$ cat src/rtl/tx_cmd_queue_pkg.sv
// Shared definitions for the UART transmit command queue and the
// command sources that feed it.
package tx_cmd_queue_pkg;

  localparam int DATA_W = 8;

  // Byte driven towards the UART whenever nothing is queued
  localparam logic [DATA_W-1:0] IDLE_BYTE = 8'h00;

  typedef enum logic {
    ST_IDLE = 1'b0,
    ST_SEND = 1'b1
  } state_e;

  // Command bytes emitted by the manual and auto command sources
  localparam logic [DATA_W-1:0] CMD_PING   = 8'h50;
  localparam logic [DATA_W-1:0] CMD_STATUS = 8'h53;
  localparam logic [DATA_W-1:0] CMD_MODE   = 8'h4D;
  localparam logic [DATA_W-1:0] CMD_AUTO   = 8'h41;

endpackage

$ cat src/rtl/tx_cmd_queue_if.sv
// Producer-side push handshake into the transmit command queue.
interface tx_cmd_queue_if;
  import tx_cmd_queue_pkg::*;

  logic              push_valid;
  logic [DATA_W-1:0] push_data;
  logic              push_ready;

  modport master (output push_valid, output push_data, input push_ready);
  modport slave  (input push_valid, input push_data, output push_ready);

endinterface

$ cat src/rtl/tx_cmd_queue_cmd_fifo_mem.sv
// DEPTH x DATA_W register array: one synchronous write port, one
// asynchronous read port. Contents are deliberately not reset.
module cmd_fifo_mem
  import tx_cmd_queue_pkg::*;
#(
  parameter int DEPTH = 8
) (
  input  logic                     clk,
  input  logic                     we_i,
  input  logic [$clog2(DEPTH)-1:0] waddr_i,
  input  logic [DATA_W-1:0]        wdata_i,
  input  logic [$clog2(DEPTH)-1:0] raddr_i,
  output logic [DATA_W-1:0]        rdata_o
);

  logic [DATA_W-1:0] mem_q [DEPTH];

  always_ff @(posedge clk) begin
    if (we_i) mem_q[waddr_i] <= wdata_i;
  end

  assign rdata_o = mem_q[raddr_i];

endmodule

$ cat src/rtl/tx_cmd_queue.sv
// Byte queue between the command sources and the UART data-in port; each
// head byte is held for HOLD_COUNT tx_done pulses before it is popped.
module tx_cmd_queue
  import tx_cmd_queue_pkg::*;
#(
  parameter int                DEPTH      = 8,
  parameter int                HOLD_COUNT = 1,
  parameter logic [DATA_W-1:0] IDLE_BYTE  = tx_cmd_queue_pkg::IDLE_BYTE
) (
  input  logic                   clk,
  input  logic                   rst,
  tx_cmd_queue_if.slave          push,
  input  logic                   flush,
  input  logic                   tx_done,
  output logic [DATA_W-1:0]      tx_bits,
  output logic [$clog2(DEPTH):0] count,
  output logic                   empty,
  output logic                   full,
  output logic                   overflow
);

  localparam int AW = $clog2(DEPTH);
  localparam int CW = AW + 1;

  logic [AW-1:0]     wr_ptr_q, wr_ptr_d;
  logic [AW-1:0]     rd_ptr_q, rd_ptr_d;
  logic [CW-1:0]     count_q, count_d;
  logic [3:0]        hold_q, hold_d;
  logic              ovf_q, ovf_d;
  logic [DATA_W-1:0] tx_bits_q, tx_bits_d;
  logic [DATA_W-1:0] rd_data;
  state_e            state_q, state_d;

  logic is_empty, is_full, push_fire, done_act, pop_fire, head_is_new;

  assign is_empty  = (count_q == '0);
  assign is_full   = (count_q == CW'(DEPTH));
  assign push_fire = push.push_valid && !is_full && !flush;
  assign done_act  = tx_done && (state_q == ST_SEND) && !flush;
  assign pop_fire  = done_act && (hold_q == 4'(HOLD_COUNT - 1));

  // The byte being written becomes the head when nothing older remains
  assign head_is_new = push_fire && (count_q == CW'(pop_fire));

  cmd_fifo_mem #(.DEPTH(DEPTH)) u_mem (
    .clk     (clk),
    .we_i    (push_fire),
    .waddr_i (wr_ptr_q),
    .wdata_i (push.push_data),
    .raddr_i (rd_ptr_d),
    .rdata_o (rd_data)
  );

  always_comb begin
    wr_ptr_d  = wr_ptr_q;
    rd_ptr_d  = rd_ptr_q;
    count_d   = count_q;
    hold_d    = hold_q;
    ovf_d     = ovf_q;
    state_d   = state_q;
    tx_bits_d = IDLE_BYTE;
    if (flush) begin
      wr_ptr_d = '0;
      rd_ptr_d = '0;
      count_d  = '0;
      hold_d   = '0;
      ovf_d    = 1'b0;
      state_d  = ST_IDLE;
    end else begin
      if (push_fire) wr_ptr_d = wr_ptr_q + AW'(1);
      if (pop_fire) begin
        rd_ptr_d = rd_ptr_q + AW'(1);
        hold_d   = '0;
      end else if (done_act) begin
        hold_d = hold_q + 4'd1;
      end
      count_d = count_q + CW'(push_fire) - CW'(pop_fire);
      if (push.push_valid && is_full) ovf_d = 1'b1;
      case (state_q)
        ST_IDLE: if (push_fire) state_d = ST_SEND;
        ST_SEND: if (pop_fire && !push_fire && count_q == CW'(1)) state_d = ST_IDLE;
        default: state_d = ST_IDLE;
      endcase
      if (count_d != '0) tx_bits_d = head_is_new ? push.push_data : rd_data;
    end
  end

  always_ff @(posedge clk or posedge rst) begin
    if (rst) begin
      wr_ptr_q  <= '0;
      rd_ptr_q  <= '0;
      count_q   <= '0;
      hold_q    <= '0;
      ovf_q     <= 1'b0;
      tx_bits_q <= IDLE_BYTE;
      state_q   <= ST_IDLE;
    end else begin
      wr_ptr_q  <= wr_ptr_d;
      rd_ptr_q  <= rd_ptr_d;
      count_q   <= count_d;
      hold_q    <= hold_d;
      ovf_q     <= ovf_d;
      tx_bits_q <= tx_bits_d;
      state_q   <= state_d;
    end
  end

  assign push.push_ready = !is_full;
  assign tx_bits         = tx_bits_q;
  assign count           = count_q;
  assign empty           = is_empty;
  assign full            = is_full;
  assign overflow        = ovf_q;

endmodule

$ cat src/flat_wrapper.sv
// flat-port wrapper written by rule: the top's interface ports become plain ports
module tx_cmd_queue_flat import tx_cmd_queue_pkg::*;
#(
  parameter int                DEPTH      = 8,
  parameter int                HOLD_COUNT = 1,
  parameter logic [DATA_W-1:0] IDLE_BYTE  = tx_cmd_queue_pkg::IDLE_BYTE
)
  (clk, rst, flush, tx_done, tx_bits, count, empty, full, overflow, push_push_valid, push_push_data, push_push_ready);
  tx_cmd_queue_if push_i ();
  input  logic clk;
  input  logic rst;
  input  logic flush;
  input  logic tx_done;
  output logic [DATA_W-1:0] tx_bits;
  output logic [$clog2(DEPTH):0] count;
  output logic empty;
  output logic full;
  output logic overflow;
  input wire logic [$bits(push_i.push_valid)-1:0] push_push_valid;
  input wire logic [$bits(push_i.push_data)-1:0] push_push_data;
  output wire logic [$bits(push_i.push_ready)-1:0] push_push_ready;
  assign push_i.push_valid = push_push_valid;
  assign push_i.push_data = push_push_data;
  assign push_push_ready = push_i.push_ready;
  tx_cmd_queue #(.DEPTH(DEPTH), .HOLD_COUNT(HOLD_COUNT), .IDLE_BYTE(IDLE_BYTE)) u_core (.clk(clk), .rst(rst), .push(push_i), .flush(flush), .tx_done(tx_done), .tx_bits(tx_bits), .count(count), .empty(empty), .full(full), .overflow(overflow));
endmodule
$ cat config.mk
export PLATFORM = sky130hd
export DESIGN_NAME = tx_cmd_queue_flat
export DESIGN_NICKNAME = d
export VERILOG_FILES = /design/src/rtl/tx_cmd_queue_pkg.sv /design/src/rtl/tx_cmd_queue_if.sv /design/src/rtl/tx_cmd_queue_cmd_fifo_mem.sv /design/src/rtl/tx_cmd_queue.sv /design/src/flat_wrapper.sv
export SDC_FILE = /design/constraint.sdc
export NUM_CORES = 1
export LEC_CHECK = 0
export BUFFER_PORTS_ARGS = -buffer_cell sky130_fd_sc_hd__buf_2
export CORE_ASPECT_RATIO = 1.2
export CORE_MARGIN = 10
export CORE_UTILIZATION = 54
export DETAILED_ROUTE_END_ITERATION = 16
export PLACE_DENSITY_LB_ADDON = 0.3
export SLEW_MARGIN = 10
export SYNTH_ARGS = -nofsm -noshare
export SYNTH_HDL_FRONTEND = slang
export SYNTH_SLANG_ARGS = --single-unit
$ cat constraint.sdc
create_clock -name clk -period 3.8 [get_ports clk]
set_clock_uncertainty 0.05 [all_clocks]
set_input_delay 0.19 -clock clk [delete_from_list [all_inputs] [get_ports clk]]
set_output_delay 0.19 -clock clk [all_outputs]
set_load 0.02 [all_outputs]
======== Word-level counts from Yosys, hierarchy flattened ========
Memories as Yosys holds them, arrays and structs flattened.
Cells that the tools add are included.
word-level totals
  flip-flop bits (word level) ............. 24
  bits in writable memories ............... 64
  output and inout bits ................... 16
  logic and storage cells ................. 53
  memories ................................ 1
memory list
  name                words  width  read ports  clocked after memory_dff  wr ports  line                             source
  u_core.u_mem.mem_q  8      8      1           0                         1         tx_cmd_queue_cmd_fifo_mem.sv:16  logic [DATA_W-1:0] mem_q [DEPTH];
cells by class
  $add $sub $neg .......................... 5
  equal/unequal tests ..................... 3
  muxes and demuxes ....................... 18
  bitwise gates (word level) .............. 1
  reduce and logical (&&, ||, !) cells .... 18
operators with widths
  kind                                                             count
  8-bit 2-to-1 mux                                                 3
  4-bit 2-to-1 mux                                                 4
  3-bit 2-to-1 mux                                                 4
  1-bit logical AND                                                9
  4-bit zero test                                                  2
  3-bit by 1-bit adder with 3-bit output, second input constant    2
  1-bit 2-to-1 mux                                                 6
  4-bit by 1-bit adder with 4-bit output                           1
  4-bit by 1-bit adder with 4-bit output, second input constant    1
  4-bit by 1-bit == test with 1-bit output                         1
  4-bit by 1-bit == test with 1-bit output, second input constant  1
  4-bit == test, second input constant                             1
  2-bit nonzero test                                               2
  4-bit nonzero test                                               1
  4-bit by 1-bit subtractor with 4-bit output                      1
  1-bit zero test                                                  3
  3-bit nonzero test                                               1
  1-bit one-hot mux with 2 select lines                            1
  1-bit inverter                                                   1

======== Logic depth before layout (Yosys ltp) ========
  word-level depth ........................ 10
  gate-level depth with buffers ........... 15

======== Cells and area by module ========
A second synthesis with hierarchy kept.
unflattened totals
  cell total of the unflattened synthesis .. 249
  area total of the unflattened synthesis .. 3,966.3 µm²
modules (own cells, without submodules)
  module        times used  cells an instance  area each (µm²)
  cmd_fifo_mem  1           106                2,531.2
  tx_cmd_queue  1           143                1,435.1

======== Worst setup path after synthesis ========
No wires, ideal clock.
  path type ............................... register to register
  start point ............................. reg u_core.hold_q[0]
  end point ............................... reg u_core.tx_bits_q[6], in the netlist u_core.tx_bits[6]
  library setup time ...................... 0.092 ns
  arrival time ............................ 3.737 ns
  path slack .............................. -0.079 ns
  stages on the path, launching flop included .. 16
  path buffers ............................ 1
  clock period less this slack ............ 3.879 ns
  path through ............................ dfrtp_1 inv_1 ha_1 or3b_1 buf_2 nor3_2 ha_1 inv_1 ha_1 inv_1 fa_1 xor2_1 and3b_1 a2111oi_1 nand2_1 o31ai_2
between the ends
  word-level cells in the longest chain between the ends .. 8
  elaborated cells on any way between the ends .. 12
  those cells by class .................... 1 x add/sub; 1 x eq/ne; 5 x mux; 4 x reduce/logical; 1 x memory
ends and longest elaborated chain
  what                     line                 source
  from (decl)              tx_cmd_queue.sv:28   logic [3:0] hold_q, hold_d;
  from (signal assigned)   tx_cmd_queue.sv:101  hold_q <= hold_d;
  4-bit zero test (*)      tx_cmd_queue.sv:40   assign pop_fire = done_act && (hold_q == 4'(HOLD_COUNT - 1));
  1-bit logical AND (*)    tx_cmd_queue.sv:40
  3-bit 2-to-1 mux         tx_cmd_queue.sv:71   if (pop_fire) begin
  3-bit 2-to-1 mux         tx_cmd_queue.sv:62   if (flush) begin
  memory 8 x 8 bit         -
  8-bit 2-to-1 mux         tx_cmd_queue.sv:84   if (count_d != '0) tx_bits_d = head_is_new ? push.push_data : rd_data;
  8-bit 2-to-1 mux (*)     tx_cmd_queue.sv:84
  8-bit 2-to-1 mux (*)     tx_cmd_queue.sv:62
  via u_core.tx_bits_d[6]  tx_cmd_queue.sv:30   logic [DATA_W-1:0] tx_bits_q, tx_bits_d;
  to (signal assigned)     tx_cmd_queue.sv:103  tx_bits_q <= tx_bits_d;
  to (decl)                tx_cmd_queue.sv:30
Mark *: on every way through the listed nets, which the timed path passes. The rest lies on a longest branch.
A chain may end at the register's enable or synchronous reset.

======== Worst setup path after layout ========
Ends and elaborated chain as after synthesis.

==> key figures <==
Flow run
  • Max-Cap Viols: 0

Route
  • Initial DRC Count: 217
  • DRC viols: 0
  • Routed WL: 9.220 mm
  • Pre-Repair DR Iteration Count: 5
  • Antenna viol nets, final: 0
  • DR WL/cell: 20.26 microns
  • Via count: 2794
  • Vias/cell: 6.141

Pwr
  • Total power: 0.002358 W
  • Leakage: 1.650 nW
  • Peak supply drop: 0.2907 mV
  • PD cells: 531.4 mW/mm^2

Timing
  • Setup ws final: 0.2283 ns
  • Final Hold Viols: 2
  • Final setup viols: 0
  • Max-slew violations: 0
  • Worst-margin pin slew: 1.210 ns
  • Setup TNS: 0 ns
  • Minimum clock period: 3.572 ns
  • Slew HR: 19.07%
  • WHS: -0.0002001 ns
  • Fin crit share: 93.99%
  • RSZ-0062 raised after global routing: false
  • Fmax: 0.2800 GHz

Synthesis
  • Mapped Nets: 347
  • Mapped Area: 0.003968 sq mm
  • Count of yosys warnings during synthesis: 0
  • Post-synthesis cell type count: 45
  • Largest area contributor in the netlist: edfxtp_1
  • Post-synthesis sequential area ratio: 63.58%
  • Post-synth EDFFs: 64
  • Main synth FF type: edfxtp_1
  • Synth Instances: 323
  • Syn avg cell area: 12.28 sq um
  • Largest cells by area after synthesis: edfxtp_1, dfrtp_1, nand2_1
  • Flops & latches, synth: 88
  • Synth top area share: 48.44%
  • Ys async rst share: 27.27%

Global route
  • Global-route wire length before repair: 14.92 mm
  • All-layer global routing usage: 17.06%
  • Pin count of the biggest net entering global routing: 33
  • GRT overflow: 0
  • Initial antenna violation count: 0
  • Vias in the first global route: 2822

Place
  • Placed Cells: 439
  • Post-DP Area: 0.004238 sq mm
  • IO buf count: 28
  • Dpl ws: 0.2696 ns
  • Detailed-placement wirelength estimate: 6.084 mm
  • Global placement routability congestion: 0.8342

Clocking
  • Total CTS buffers: 9
  • Clk sinks: 88
  • CTS tree: built
  • Hold-fix buffers, CTS: 0
  • Postcts setup bufs: 0
  • Clk Latency, worst-skew pair: 0.37 ns
  • Post_cts resized: 0
  • Clock Tree Buf Depth: 2
  • Clock transition at the registers of the reported paths: 0.10 ns
  • Clock root cell: clkbuf_8
  • H-Tree Depth: 3

Finish
  • Layout Cells excl Fill: 455
  • Final net count: 384
  • Area of the multi-input gates: 0.001333 sq mm
  • Layout cells sized above 1: 18.36%
  • Number of fill cells: 588
  • Final Cell Area: 0.004437 sq mm
  • Area grow syn2layout: 11.83%
  • Sequential Area: 0.002522 sq mm
  • Diodes inserted: 0

Worst setup path
  • Crit path launch type: register
  • Slowest CP cell: a221o_1
  • Crit. End Element: register
  • Cells along the critical path: inv_1 -> ha_1 -> or3b_1 -> nor3_2 -> ha_1 -> inv_1 -> ha_1 -> inv_1 -> fa_1 -> xor2_1 -> and3b_1 -> a221o_1 -> a31o_1 -> o31ai_2
  • Required @ worst endpoint: 4.03 ns
  • WP buf/inv: 3
  • Crit-path leading delay family: adder cells
  • Crit path kind: reg2reg
  • CP Max Fanout: 8
  • CP peak stage delay: 0.48 ns
  • Arr. time, crit path: 3.81 ns

Outcome
  • Run status: complete, but fails checks
  • Violated checks: negative hold slack

Floorplan
  • Core area: 0.007189 sq mm
  • Starting density of the core: 55.19%
  • Die Y: 113.9 microns
  • Die Width: 98.25 microns
  • Rows: 34
  • Die Area: 0.01119 sq mm
  • # IOs: 29

Worst hold path
  • Hold Path Class: in2async
==> state kept, by name, indices dropped and copies added, names as in the netlist <==
register            flops
u_core.wr_ptr_q         3
u_core.count            4
u_core.u_mem.mem_q     64
u_core.overflow         1
u_core.rd_ptr_q         3
u_core.hold_q           4
u_core.state_q          1
u_core.tx_bits          8
==> through the flow <==
step / util [%] / hold slack, ns
floorplan: - / 0.1546
global placement: 58.95 / 0.4051
detailed placement: 58.95 / 0.4237
CTS: 61.71 / 0.01897
global route: 61.71 / 0.04532
finish: 61.71 / -0.0002001
==> cell usage in the layout (no fill, tap or decap), types with 8 or more instances in the layout <==
cell       n
a31oi_1   15
clkbuf_8   9
a21oi_1   12
buf_2     28
nor2_1    18
nand2_1   47
dfrtp_1   24
ha_1      10
buf_4     10
inv_1     13
nand4_1    8
edfxtp_1  64
==> worst paths after layout <==
path / start / end / slack, ns / cells past startpoint
hold reg to reg: u_core.overflow / u_core.overflow / 0.49 / 2
min in group clk: push_push_valid / u_core.overflow / 0.05 / 3
setup reg to reg: u_core.hold_q[0] / u_core.tx_bits[6] / 0.23 / 14
max in group asynchronous: rst / u_core.tx_bits[3] / 3.09 / 2
setup / recovery: u_core.hold_q[0] / u_core.tx_bits[6] / 0.23 / 14
hold / removal: rst / u_core.tx_bits[1] / -0.0002 / 2
==> cells by family after synthesis <==
| logic type | Yosys count | synth area share (%) |
|---|---|---|
| and+or+nand+nor | 119 | 14.92 |
| muxes | 1 | 0.2838 |
| AOI/OAI and AO/OA | 71 | 13.06 |
| DFF | 88 | 63.58 |
| adders and majority gates | 11 | 3.658 |
| xor gates and xnor gates | 7 | 1.545 |
| buffers and inverters | 26 | 2.965 |
==> metal layers <==
metal	share of wire (%)	global-route usage, %
met1	40	20.11
met2	52	29.30
met3	6.0	3.690
met4	2.3	7.560
met5	0	0
==> final cells by class <==
type                    instances  area share (%)
flip-flops and latches         88           56.85
clock buffers                   9           2.792
clock inverters                 7           1.692
multi-input cells             209           30.03
well taps                      90           2.538
inverters                      14           1.241
repair buffers                 38           4.851
==> worst reg2reg max path: cells and delay by family, from the launching register on <==
kind                       cells  cell delay, ns
adders and majority gates      4            0.97
AOI/OAI and AO/OA              3            0.92
and+or+nand+nor                3            0.75
DFF                            1            0.44
buffers and inverters          3            0.21
xor gates and xnor gates       1            0.16
==> power by group <==
| group | switching (W) | internal [W] | total [W] |
|---|---|---|---|
| Sequential | 0.0000382 | 0.00111 | 0.00115 |
| Combinational | 0.000360 | 0.000211 | 0.000571 |
| Clock | 0.000380 | 0.000259 | 0.000639 |
| Total | 0.000778 | 0.00158 | 0.00236 |
==> cells in the mapped netlist, types with 8 or more instances <==
library cell and instances:
edfxtp_1 64, nand2_1 47, dfrtp_1 24, nor2_1 18, a31oi_1 15, inv_1 13
a21oi_1 12, ha_1 10, clkbuf_1 8, nand4_1 8
Note: power is estimated with default switching activity, not from simulation.
